<file path="src/rtl/fp_pkg.sv">
// Shared definitions for the streaming floating-point add/sub datapath.
//   rm_e             : rounding-mode encoding carried with each operation
//   FLG_*            : bit positions inside the 5-bit exception flag vector
//   canonical_qnan() : canonical quiet NaN pattern for a given format, LSB-aligned
package fp_pkg;

    typedef enum logic {
        RM_RNE = 1'b0,
        RM_RTZ = 1'b1
    } rm_e;

    localparam int FLAGS_W = 5;
    localparam int FLG_OF  = 4;
    localparam int FLG_UF  = 3;
    localparam int FLG_DZ  = 2;
    localparam int FLG_NV  = 1;
    localparam int FLG_NX  = 0;

    // Sign 0, exponent all ones, mantissa MSB set, everything else clear.
    // Returned in 64 bits; callers truncate to their own word width.
    function automatic logic [63:0] canonical_qnan(input int exp_w, input int man_w);
        logic [63:0] q;
        q = '0;
        for (int i = 0; i < exp_w; i++) begin
            q[man_w + i] = 1'b1;
        end
        q[man_w - 1] = 1'b1;
        return q;
    endfunction

endpackage

</file>
<file path="src/rtl/fp_lzc.sv">
// Parametrised leading-zero counter.
//   value : input word, W bits
//   count : number of leading zeros of value; equals W when value is zero
module fp_lzc #(
    parameter int W  = 16,
    parameter int CW = $clog2(W + 1)
) (
    input  logic [W-1:0]  value,
    output logic [CW-1:0] count
);

    // Scan upward so the highest set bit is the last one to write count.
    always_comb begin
        count = CW'(W);
        for (int i = 0; i < W; i++) begin
            if (value[i]) begin
                count = CW'(W - 1 - i);
            end
        end
    end

endmodule

</file>
<file path="src/rtl/fp_addsub_stream.sv">
// Four-stage pipelined floating-point adder/subtractor with valid/ready
// handshakes on both sides, per-operation rounding mode and a sideband tag.
//   clk, rst               : clock, synchronous active-high reset
//   in_valid / in_ready    : input handshake
//   in_a, in_b             : operands {sign, exp, man}
//   in_op                  : 0 = a+b, 1 = a-b
//   in_rm                  : 0 = round-nearest-even, 1 = round-toward-zero
//   in_tag                 : sideband tag, returned unchanged with the result
//   out_valid / out_ready  : output handshake
//   out_result, out_flags  : result and {OF, UF, DZ, NV, NX}
//   out_tag                : tag of this result
// Stages: S1 unpack/compare, S2 align, S3 add + leading-zero count,
// S4 normalise/round/pack. Subnormal inputs are read as zero and tiny
// results flush to signed zero.
module fp_addsub_stream
    import fp_pkg::*;
#(
    parameter int EXP_W = 5,
    parameter int MAN_W = 10,
    parameter int TAG_W = 4
) (
    input  logic                   clk,
    input  logic                   rst,
    input  logic                   in_valid,
    output logic                   in_ready,
    input  logic [EXP_W+MAN_W:0]   in_a,
    input  logic [EXP_W+MAN_W:0]   in_b,
    input  logic                   in_op,
    input  logic                   in_rm,
    input  logic [TAG_W-1:0]       in_tag,
    output logic                   out_valid,
    input  logic                   out_ready,
    output logic [EXP_W+MAN_W:0]   out_result,
    output logic [FLAGS_W-1:0]     out_flags,
    output logic [TAG_W-1:0]       out_tag
);

    localparam int W    = 1 + EXP_W + MAN_W;
    localparam int EXTW = MAN_W + 4;           // hidden + mantissa + G/R/S
    localparam int SUMW = MAN_W + 5;           // EXTW plus carry
    localparam int LZW  = $clog2(SUMW + 1);
    localparam int DW   = EXP_W + 1;
    localparam int EW   = ((EXP_W > LZW) ? EXP_W : LZW) + 2;  // signed exponent math

    localparam logic [EXP_W-1:0]    EXP_ONES = '1;
    localparam logic [EXP_W-1:0]    EXP_MAXF = EXP_ONES - EXP_W'(1);
    localparam logic [W-1:0]        QNAN     = W'(canonical_qnan(EXP_W, MAN_W));
    localparam logic signed [EW-1:0] ONE_S   = EW'(1);
    localparam logic signed [EW-1:0] EMAX_S  = EW'((2 ** EXP_W) - 1);

    // ------------------------------------------------------------------
    // Pipeline control: a stage may load when it is empty or its
    // successor will take its contents this cycle.
    // ------------------------------------------------------------------
    logic v1_reg, v2_reg, v3_reg, v4_reg;
    logic ready1, ready2, ready3, ready4;

    assign ready4   = !v4_reg || out_ready;
    assign ready3   = !v3_reg || ready4;
    assign ready2   = !v2_reg || ready3;
    assign ready1   = !v1_reg || ready2;
    assign in_ready = ready1;

    // ------------------------------------------------------------------
    // S1: unpack, classify, order by magnitude
    // ------------------------------------------------------------------
    logic                   a_sign, b_sign;
    logic [EXP_W-1:0]       a_exp, b_exp;
    logic [MAN_W-1:0]       a_man, b_man;
    logic                   a_zero, b_zero, a_inf, b_inf, a_nan, b_nan, a_snan, b_snan;
    logic [EXP_W+MAN_W-1:0] a_mag, b_mag;
    logic [MAN_W:0]         a_sig, b_sig;
    logic                   a_big, inf_inf;
    logic [EXP_W-1:0]       l_exp_next, s_exp;
    logic [MAN_W:0]         l_sig_next, s_sig_next;
    logic                   l_sign_next, sub_next, spec_next, neg_zero_next;
    logic [DW-1:0]          diff_next;
    logic [W-1:0]           spec_res_next;
    logic [FLAGS_W-1:0]     spec_flags_next;

    assign a_sign = in_a[W-1];
    assign a_exp  = in_a[W-2:MAN_W];
    assign a_man  = in_a[MAN_W-1:0];
    assign b_sign = in_b[W-1] ^ in_op;     // subtraction is addition of -b
    assign b_exp  = in_b[W-2:MAN_W];
    assign b_man  = in_b[MAN_W-1:0];

    always_comb begin
        a_zero = (a_exp == '0);
        b_zero = (b_exp == '0);
        a_inf  = (a_exp == EXP_ONES) && (a_man == '0);
        b_inf  = (b_exp == EXP_ONES) && (b_man == '0);
        a_nan  = (a_exp == EXP_ONES) && (a_man != '0);
        b_nan  = (b_exp == EXP_ONES) && (b_man != '0);
        a_snan = a_nan && !a_man[MAN_W-1];
        b_snan = b_nan && !b_man[MAN_W-1];

        // Subnormals read as zero, so their magnitude and significand vanish.
        a_mag = a_zero ? '0 : {a_exp, a_man};
        b_mag = b_zero ? '0 : {b_exp, b_man};
        a_sig = a_zero ? '0 : {1'b1, a_man};
        b_sig = b_zero ? '0 : {1'b1, b_man};

        a_big       = (a_mag >= b_mag);
        l_exp_next  = a_big ? a_mag[EXP_W+MAN_W-1:MAN_W] : b_mag[EXP_W+MAN_W-1:MAN_W];
        s_exp       = a_big ? b_mag[EXP_W+MAN_W-1:MAN_W] : a_mag[EXP_W+MAN_W-1:MAN_W];
        l_sig_next  = a_big ? a_sig : b_sig;
        s_sig_next  = a_big ? b_sig : a_sig;
        l_sign_next = a_big ? a_sign : b_sign;
        diff_next   = {1'b0, l_exp_next} - {1'b0, s_exp};
        sub_next    = a_sign ^ b_sign;

        inf_inf       = a_inf && b_inf && sub_next;
        spec_next     = a_nan || b_nan || a_inf || b_inf;
        neg_zero_next = a_zero && b_zero && a_sign && b_sign;

        spec_flags_next         = '0;
        spec_flags_next[FLG_NV] = a_snan || b_snan || inf_inf;
        if (a_nan || b_nan || inf_inf) begin
            spec_res_next = QNAN;
        end else if (a_inf) begin
            spec_res_next = {a_sign, EXP_ONES, {MAN_W{1'b0}}};
        end else begin
            spec_res_next = {b_sign, EXP_ONES, {MAN_W{1'b0}}};
        end
    end

    logic               s1_sign_reg, s1_sub_reg, s1_spec_reg, s1_neg_zero_reg;
    logic [EXP_W-1:0]   s1_exp_reg;
    logic [MAN_W:0]     s1_lsig_reg, s1_ssig_reg;
    logic [DW-1:0]      s1_diff_reg;
    logic [W-1:0]       s1_spec_res_reg;
    logic [FLAGS_W-1:0] s1_spec_flags_reg;
    rm_e                s1_rm_reg;
    logic [TAG_W-1:0]   s1_tag_reg;

    // ------------------------------------------------------------------
    // S2: align the smaller significand with guard/round/sticky
    // ------------------------------------------------------------------
    logic [EXTW-1:0] ext_s, shifted, lost_mask, s2_s_next;
    logic [31:0]     shift32;

    always_comb begin
        ext_s     = {s1_ssig_reg, 3'b000};
        shift32   = 32'(s1_diff_reg);
        shifted   = ext_s >> s1_diff_reg;
        lost_mask = ~({EXTW{1'b1}} << s1_diff_reg);
        if (shift32 >= 32'(MAN_W + 3)) begin
            // Everything lands below the round bit: only stickiness survives.
            s2_s_next = {{(EXTW-1){1'b0}}, |s1_ssig_reg};
        end else begin
            s2_s_next = {shifted[EXTW-1:1], shifted[0] | (|(ext_s & lost_mask))};
        end
    end

    logic               s2_sign_reg, s2_sub_reg, s2_spec_reg, s2_neg_zero_reg;
    logic [EXP_W-1:0]   s2_exp_reg;
    logic [EXTW-1:0]    s2_l_reg, s2_s_reg;
    logic [W-1:0]       s2_spec_res_reg;
    logic [FLAGS_W-1:0] s2_spec_flags_reg;
    rm_e                s2_rm_reg;
    logic [TAG_W-1:0]   s2_tag_reg;

    // ------------------------------------------------------------------
    // S3: effective add/subtract and leading-zero count
    // ------------------------------------------------------------------
    logic [SUMW-1:0] sum_next;
    logic [LZW-1:0]  lz_next;

    // Larger magnitude is always the minuend, so the difference is never negative.
    assign sum_next = s2_sub_reg ? ({1'b0, s2_l_reg} - {1'b0, s2_s_reg})
                                 : ({1'b0, s2_l_reg} + {1'b0, s2_s_reg});

    fp_lzc #(
        .W  (SUMW),
        .CW (LZW)
    ) u_lzc (
        .value (sum_next),
        .count (lz_next)
    );

    logic               s3_sign_reg, s3_spec_reg, s3_neg_zero_reg;
    logic [EXP_W-1:0]   s3_exp_reg;
    logic [SUMW-1:0]    s3_sum_reg;
    logic [LZW-1:0]     s3_lz_reg;
    logic [W-1:0]       s3_spec_res_reg;
    logic [FLAGS_W-1:0] s3_spec_flags_reg;
    rm_e                s3_rm_reg;
    logic [TAG_W-1:0]   s3_tag_reg;

    // ------------------------------------------------------------------
    // S4: normalise, round, pack
    // ------------------------------------------------------------------
    logic [SUMW-1:0]        norm;
    logic signed [EW-1:0]   e_norm, e_rnd;
    logic [MAN_W-1:0]       mant, man_out;
    logic                   g_bit, r_bit, st_bit, inc, inexact;
    logic [MAN_W+1:0]       rnd;
    logic [W-1:0]           result_next;
    logic [FLAGS_W-1:0]     flags_next;

    always_comb begin
        // Normalise so the leading one sits in the carry position; the
        // exponent then gains one for the carry slot and loses the shift.
        norm    = s3_sum_reg << s3_lz_reg;
        e_norm  = EW'(s3_exp_reg) + EW'(1) - EW'(s3_lz_reg);
        mant    = norm[SUMW-2 -: MAN_W];
        g_bit   = norm[3];
        r_bit   = norm[2];
        st_bit  = |norm[1:0];
        inexact = g_bit || r_bit || st_bit;
        inc     = (s3_rm_reg == RM_RNE) && g_bit && (r_bit || st_bit || mant[0]);
        rnd     = {2'b01, mant} + (MAN_W+2)'(inc);
        // A carry out of rounding means the significand became 10.000...
        man_out = rnd[MAN_W+1] ? rnd[MAN_W:1] : rnd[MAN_W-1:0];
        e_rnd   = e_norm + EW'(rnd[MAN_W+1]);

        result_next = '0;
        flags_next  = '0;
        flags_next[FLG_DZ] = 1'b0;
        if (s3_spec_reg) begin
            result_next = s3_spec_res_reg;
            flags_next  = s3_spec_flags_reg;
        end else if (!norm[SUMW-1]) begin
            // Exact zero sum (shift by full width leaves nothing).
            result_next = {s3_neg_zero_reg, {(W-1){1'b0}}};
        end else if (e_norm < ONE_S) begin
            result_next        = {s3_sign_reg, {(W-1){1'b0}}};
            flags_next[FLG_UF] = 1'b1;
            flags_next[FLG_NX] = 1'b1;
        end else if (e_rnd >= EMAX_S) begin
            flags_next[FLG_OF] = 1'b1;
            flags_next[FLG_NX] = 1'b1;
            if (s3_rm_reg == RM_RNE) begin
                result_next = {s3_sign_reg, EXP_ONES, {MAN_W{1'b0}}};
            end else begin
                result_next = {s3_sign_reg, EXP_MAXF, {MAN_W{1'b1}}};
            end
        end else begin
            result_next        = {s3_sign_reg, e_rnd[EXP_W-1:0], man_out};
            flags_next[FLG_NX] = inexact;
        end
    end

    logic [W-1:0]       s4_result_reg;
    logic [FLAGS_W-1:0] s4_flags_reg;
    logic [TAG_W-1:0]   s4_tag_reg;

    assign out_valid  = v4_reg;
    assign out_result = s4_result_reg;
    assign out_flags  = s4_flags_reg;
    assign out_tag    = s4_tag_reg;

    // ------------------------------------------------------------------
    // Valid bits and output registers (reset), then datapath registers.
    // A stage that is ready but whose predecessor is empty takes a bubble,
    // which is how gaps collapse while the output is stalled.
    // ------------------------------------------------------------------
    always_ff @(posedge clk) begin
        if (rst) begin
            v1_reg        <= 1'b0;
            v2_reg        <= 1'b0;
            v3_reg        <= 1'b0;
            v4_reg        <= 1'b0;
            s4_result_reg <= '0;
            s4_flags_reg  <= '0;
            s4_tag_reg    <= '0;
        end else begin
            if (ready1) v1_reg <= in_valid;
            if (ready2) v2_reg <= v1_reg;
            if (ready3) v3_reg <= v2_reg;
            if (ready4) begin
                v4_reg <= v3_reg;
                if (v3_reg) begin
                    s4_result_reg <= result_next;
                    s4_flags_reg  <= flags_next;
                    s4_tag_reg    <= s3_tag_reg;
                end
            end
        end
    end

    always_ff @(posedge clk) begin
        if (ready1 && in_valid) begin
            s1_sign_reg       <= l_sign_next;
            s1_sub_reg        <= sub_next;
            s1_spec_reg       <= spec_next;
            s1_neg_zero_reg   <= neg_zero_next;
            s1_exp_reg        <= l_exp_next;
            s1_lsig_reg       <= l_sig_next;
            s1_ssig_reg       <= s_sig_next;
            s1_diff_reg       <= diff_next;
            s1_spec_res_reg   <= spec_res_next;
            s1_spec_flags_reg <= spec_flags_next;
            s1_rm_reg         <= rm_e'(in_rm);
            s1_tag_reg        <= in_tag;
        end
        if (ready2 && v1_reg) begin
            s2_sign_reg       <= s1_sign_reg;
            s2_sub_reg        <= s1_sub_reg;
            s2_spec_reg       <= s1_spec_reg;
            s2_neg_zero_reg   <= s1_neg_zero_reg;
            s2_exp_reg        <= s1_exp_reg;
            s2_l_reg          <= {s1_lsig_reg, 3'b000};
            s2_s_reg          <= s2_s_next;
            s2_spec_res_reg   <= s1_spec_res_reg;
            s2_spec_flags_reg <= s1_spec_flags_reg;
            s2_rm_reg         <= s1_rm_reg;
            s2_tag_reg        <= s1_tag_reg;
        end
        if (ready3 && v2_reg) begin
            s3_sign_reg       <= s2_sign_reg;
            s3_spec_reg       <= s2_spec_reg;
            s3_neg_zero_reg   <= s2_neg_zero_reg;
            s3_exp_reg        <= s2_exp_reg;
            s3_sum_reg        <= sum_next;
            s3_lz_reg         <= lz_next;
            s3_spec_res_reg   <= s2_spec_res_reg;
            s3_spec_flags_reg <= s2_spec_flags_reg;
            s3_rm_reg         <= s2_rm_reg;
            s3_tag_reg        <= s2_tag_reg;
        end
    end

endmodule

</file>
<file path="config.mk">
export PLATFORM = sky130hd
export DESIGN_NAME = fp_addsub_stream
export DESIGN_NICKNAME = d
export VERILOG_FILES = /design/src/rtl/fp_pkg.sv /design/src/rtl/fp_lzc.sv /design/src/rtl/fp_addsub_stream.sv
export SDC_FILE = /design/constraint.sdc
export NUM_CORES = 1
export LEC_CHECK = 0
export ABC_AREA = 1
export CAP_MARGIN = 10
export CORE_MARGIN = 2
export CORE_UTILIZATION = 34
export CTS_CLUSTER_DIAMETER = 50
export DETAILED_ROUTE_END_ITERATION = 10
export PLACE_DENSITY_LB_ADDON = 0.15
export REMOVE_ABC_BUFFERS = 1
export SLEW_MARGIN = 20
export SYNTH_ARGS = -nofsm -noshare
export SYNTH_HDL_FRONTEND = slang
export SYNTH_SLANG_ARGS = --single-unit
</file>
<file path="constraint.sdc">
create_clock -name clk -period 5.1 [get_ports clk]
set_clock_uncertainty 0.1 [all_clocks]
set_input_delay 1.02 -clock clk [delete_from_list [all_inputs] [get_ports clk]]
set_output_delay 1.02 -clock clk [all_outputs]
set_load 0.01 [all_outputs]
</file>
==> metrics.csv <==
stage,metric,value,unit
global_routing,grt_pass1_wl,37100,µm
pwr,p_clk_frac,0.377,
floorplanning,start_util,0.345,
floorplanning,num_io_pins,69,
clock_tree,clockRootBuffer,clkbuf_16,
place,port_buffers,67,
clock_tree,cts_buffer_depth,2,
worst_setup_path,path_common_cell,nand3_1,
synthesis,seq_area_frac_synth,0.441,
worst_setup_path,path_max_fanout,16,
synthesis,avgSynthCellArea,7.99,µm²
pwr,total_leakage_power,4.89,nW
drt,remaining_drc_errors,0,
clock_tree,cts_tree,yes,
synthesis,synth_area,0.00958,mm²
drt,firstDrtPassIters,7,
pwr,pwr-share-seq,0.450,
synthesis,yosys.area.top_type,edfxtp_1,
worst_setup_path,crit_chain,"inv_2, nand3_1, nand2_1, nand2_1, nand3_2, inv_2, nand2_2, nor2_1, nand3_1, nor2_1, nand3_1, nor2_1, ha_1, ha_1, xor2_1, nand3_1, or2_0, o21ai_1, nand2_1, nand2_1, nand3_1, a21oi_1",
synthesis,synth_area_leaders,"edfxtp_1 38%, nand2_1 13%, ha_1 6.8%",
worst_setup_path,cp.depth,22,
synthesis,synthArstFlopShare,0,
worst_setup_path,cp.required,5.36,ns
global_routing,antenna_found_initial,0,
synthesis,ys_warn_count,0,
drt,wl,22400,µm
clock_tree,post_cts_resized,0,
timing,post-route-period-util,0.863,
worst_setup_path,startpoint,s3_lz_reg[1]$_SDFFCE_PP0P_,
synthesis,yosysUniqueCellTypes,54,
clock_tree,cts.clk_slew.worst_paths,0.08,ns
final_layout,largest_register_ffs,16,
pwr,p_per_area,291,mW/mm²
floorplanning,fp.dieW,172,µm
final_layout,num_antenna_cells,0,
worst_setup_path,critPathMaxStageDelay,0.81,ns
worst_hold_path,hold_path.class,flip-flop to flip-flop,
pwr,switching_share,0.304,
timing,layout_min_cycle_time,4.40,ns
worst_hold_path,min-delay-start,s1_exp_reg[2]$_DFFE_PP_,
timing,slew_viol_final,0,
final_layout,final_layout_size_suffix_gt1_frac,0.0696,
pwr,p_total,0.00325,W
timing,tns,0,ns
synthesis,synth-main-ff-cell,edfxtp_1,
worst_setup_path,crit_arrival,4.66,ns
worst_setup_path,critical_path.slowest_cell,edfxtp_1,
worst_setup_path,critPathKind,flip-flop to flip-flop,
pwr,p_comb_frac,0.174,
timing,fmax,227,MHz
global_routing,grt_use_total,0.158,
floorplanning,row_count,61,
timing,rsz0062_at_grt,no,
worst_setup_path,reg2reg_from,s3_lz_reg[1]$_SDFFCE_PP0P_,
floorplanning,core-area,0.0278,mm²
timing,finalHoldViolCount,0,
clock_tree,cts_setup_buffers,0,
clock_tree,clock_latency,0.43,ns
floorplanning,die_h,172,µm
clock_tree,hold_buffers,0,
timing,setup_viol,0,
drt,vias,7960,
drt,avgViaCountPerCell,4.84,
synthesis,synth_edf_count,122,
run_status,status,finished clean,
pwr,switchingPower,0.000989,W
worst_setup_path,path_buf_inv,2,
drt,ant_nets,0,
timing,slew-limit-headroom,0.435,
synthesis,synth-seq-cells,150,
final_layout,final_nets,1348,
worst_setup_path,cp_top_family,simple AND/OR/NAND/NOR gates,
clock_tree,cts_made_buffers,17,
pwr,peakVddDrop,0.238,mV
place,gp_congestion,0.866,
drt,dr.first_iter.drc_count,624,
global_routing,grt_pass1_vias,7491,
job,max_cap_violations,0,
final_layout,syn2layout_area_growth,16.7,%
synthesis,synthCells,1199,
floorplanning,die_area,0.0295,mm²
final_layout,fin_util,0.403,
clock_tree,clkSinkCount,150,
synthesis,synth_top_cell_area_share,0.382,
global_routing,grt_max_degree,38,
timing,hold_ws,0.315,ns
clock_tree,h-tree-depth,4,
worst_hold_path,hold-path-cell-count,0,
timing,tightest_slew,0.847,ns
global_routing,grt-ovfl-total,0,
worst_setup_path,cp-start-kind,flip-flop,
pwr,p_int,0.00226,W
place,dp_hpwl,17400,µm
drt,drt-wirelength-per-cell,13.6,µm
worst_setup_path,end_kind,flip-flop,
worst_setup_path,r2r_cells,22,
[worst reg2reg max path: stages, from the launching register on]
cell      delay [ns]
edfxtp_1        0.81
inv_2           0.31
nand3_1         0.20
nand2_1         0.11
nand2_1         0.09
nand3_2         0.14
inv_2           0.10
nand2_2         0.08
nor2_1          0.14
nand3_1         0.11
nor2_1          0.10
nand3_1         0.07
nor2_1          0.15
ha_1            0.20
ha_1            0.19
xor2_1          0.20
nand3_1         0.08
or2_0           0.22
o21ai_1         0.16
nand2_1         0.33
nand2_1         0.19
nand3_1         0.11
a21oi_1         0.15
[cells by family after synthesis]
family / share of synthesized area
other: 0.000391
DFF: 0.441
adders and majority gates: 0.0721
and+or+nand+nor: 0.272
muxes: 0.00104
xor gates and xnor gates: 0.0191
buffers and inverters: 0.0821
AOI/OAI and AO/OA: 0.113
[path summary, 6_finish.rpt]
kind | endpoint | slack (ns)
worst max register to register | out_result[9]$_SDFFE_PP0P_ | 0.70
worst min-delay path | s2_exp_reg[2]$_DFFE_PP_ | 0.32
worst min register to register | s2_exp_reg[2]$_DFFE_PP_ | 0.32
worst max-delay path | out_result[9]$_SDFFE_PP0P_ | 0.70
[cells in the mapped netlist, types with 2 or more instances]
library cell and number:
inv_2 5, o31ai_1 3, a21oi_2 5, buf_2 14, nor2_1 71, edfxtp_1 122
clkbuf_1 23, nand2_1 335, o21a_1 4, o21ai_0 64, inv_1 151, or2_1 2
a21boi_1 3, a311oi_1 2, a221oi_1 3, a21oi_1 54, o211ai_1 11, o22ai_1 16
xnor2_1 3, o21ai_1 6, nand4_1 17, or2_2 4, nand2_2 13, buf_6 3
xor2_1 16, nand3_2 9, fa_1 2, o21bai_1 2, a21o_1 3, nor3_1 15
ha_1 52, dfxtp_1 28, nand3_1 107, nor2_4 3, a31oi_1 7, nor4_1 3
[area by class of cell]
| type | instances | area, µm² |
|---|---|---|
| clock inverters | 15 | 160 |
| fillers | 2863 | 16600 |
| repair buffers | 76 | 738 |
| multi-input cells | 851 | 4580 |
| inverters | 156 | 586 |
| well taps | 378 | 473 |
| flip-flops and latches | 150 | 4220 |
| clock buffers | 17 | 425 |
[placed cells by master (no fill, tap or decap), types with 4 or more instances in the layout]
cell,count
nand3_1,107
or2_2,4
a21oi_2,5
nand4_1,17
a21oi_1,54
nor3_1,15
o22ai_1,16
clkdlybuf4s50_1,67
nand2_2,13
xor2_1,16
inv_2,5
nand3_2,9
nor2_4,4
clkinv_8,4
ha_1,52
inv_1,151
nor2_1,70
a31oi_1,7
edfxtp_1,122
clkbuf_16,17
o21ai_1,6
o211ai_1,11
nand2_1,335
buf_4,9
o21a_1,4
dfxtp_1,28
o21ai_0,64
[through the flow]
step	std cells	worst slack [ns]	area (µm²)
3_5_place_dp	1611	0.373	10600
3_3_place_gp	1611	0.418	10600
5_1_grt	1643	0.121	11200
4_1_cts	1643	0.676	11200
2_1_floorplan	1157	0.623	9380
6_report	1643	0.701	11200
[power by group through the flow]
stage / registers [W] / clock network [W] / logic [W]
6_report: 0.00146 / 0.00123 / 0.000565
5_1_grt: 0.00147 / 0.00132 / 0.000647
4_1_cts: 0.00146 / 0.00126 / 0.000566
3_5_place_dp: 0.00149 / 0 / 0.000563
3_3_place_gp: 0.00149 / 0 / 0.000565
2_1_floorplan: 0.00147 / 0 / 0.000389
[routing by layer]
layer,part of all wire,up-vias,global-route usage
met1,0.49,3654,0.216
li1,-,4122,-
met2,0.46,160,0.260
met5,0,-,0
met3,0.031,24,0.0266
met4,0.016,0,0.0431
Power figures use the tool's default switching activity.
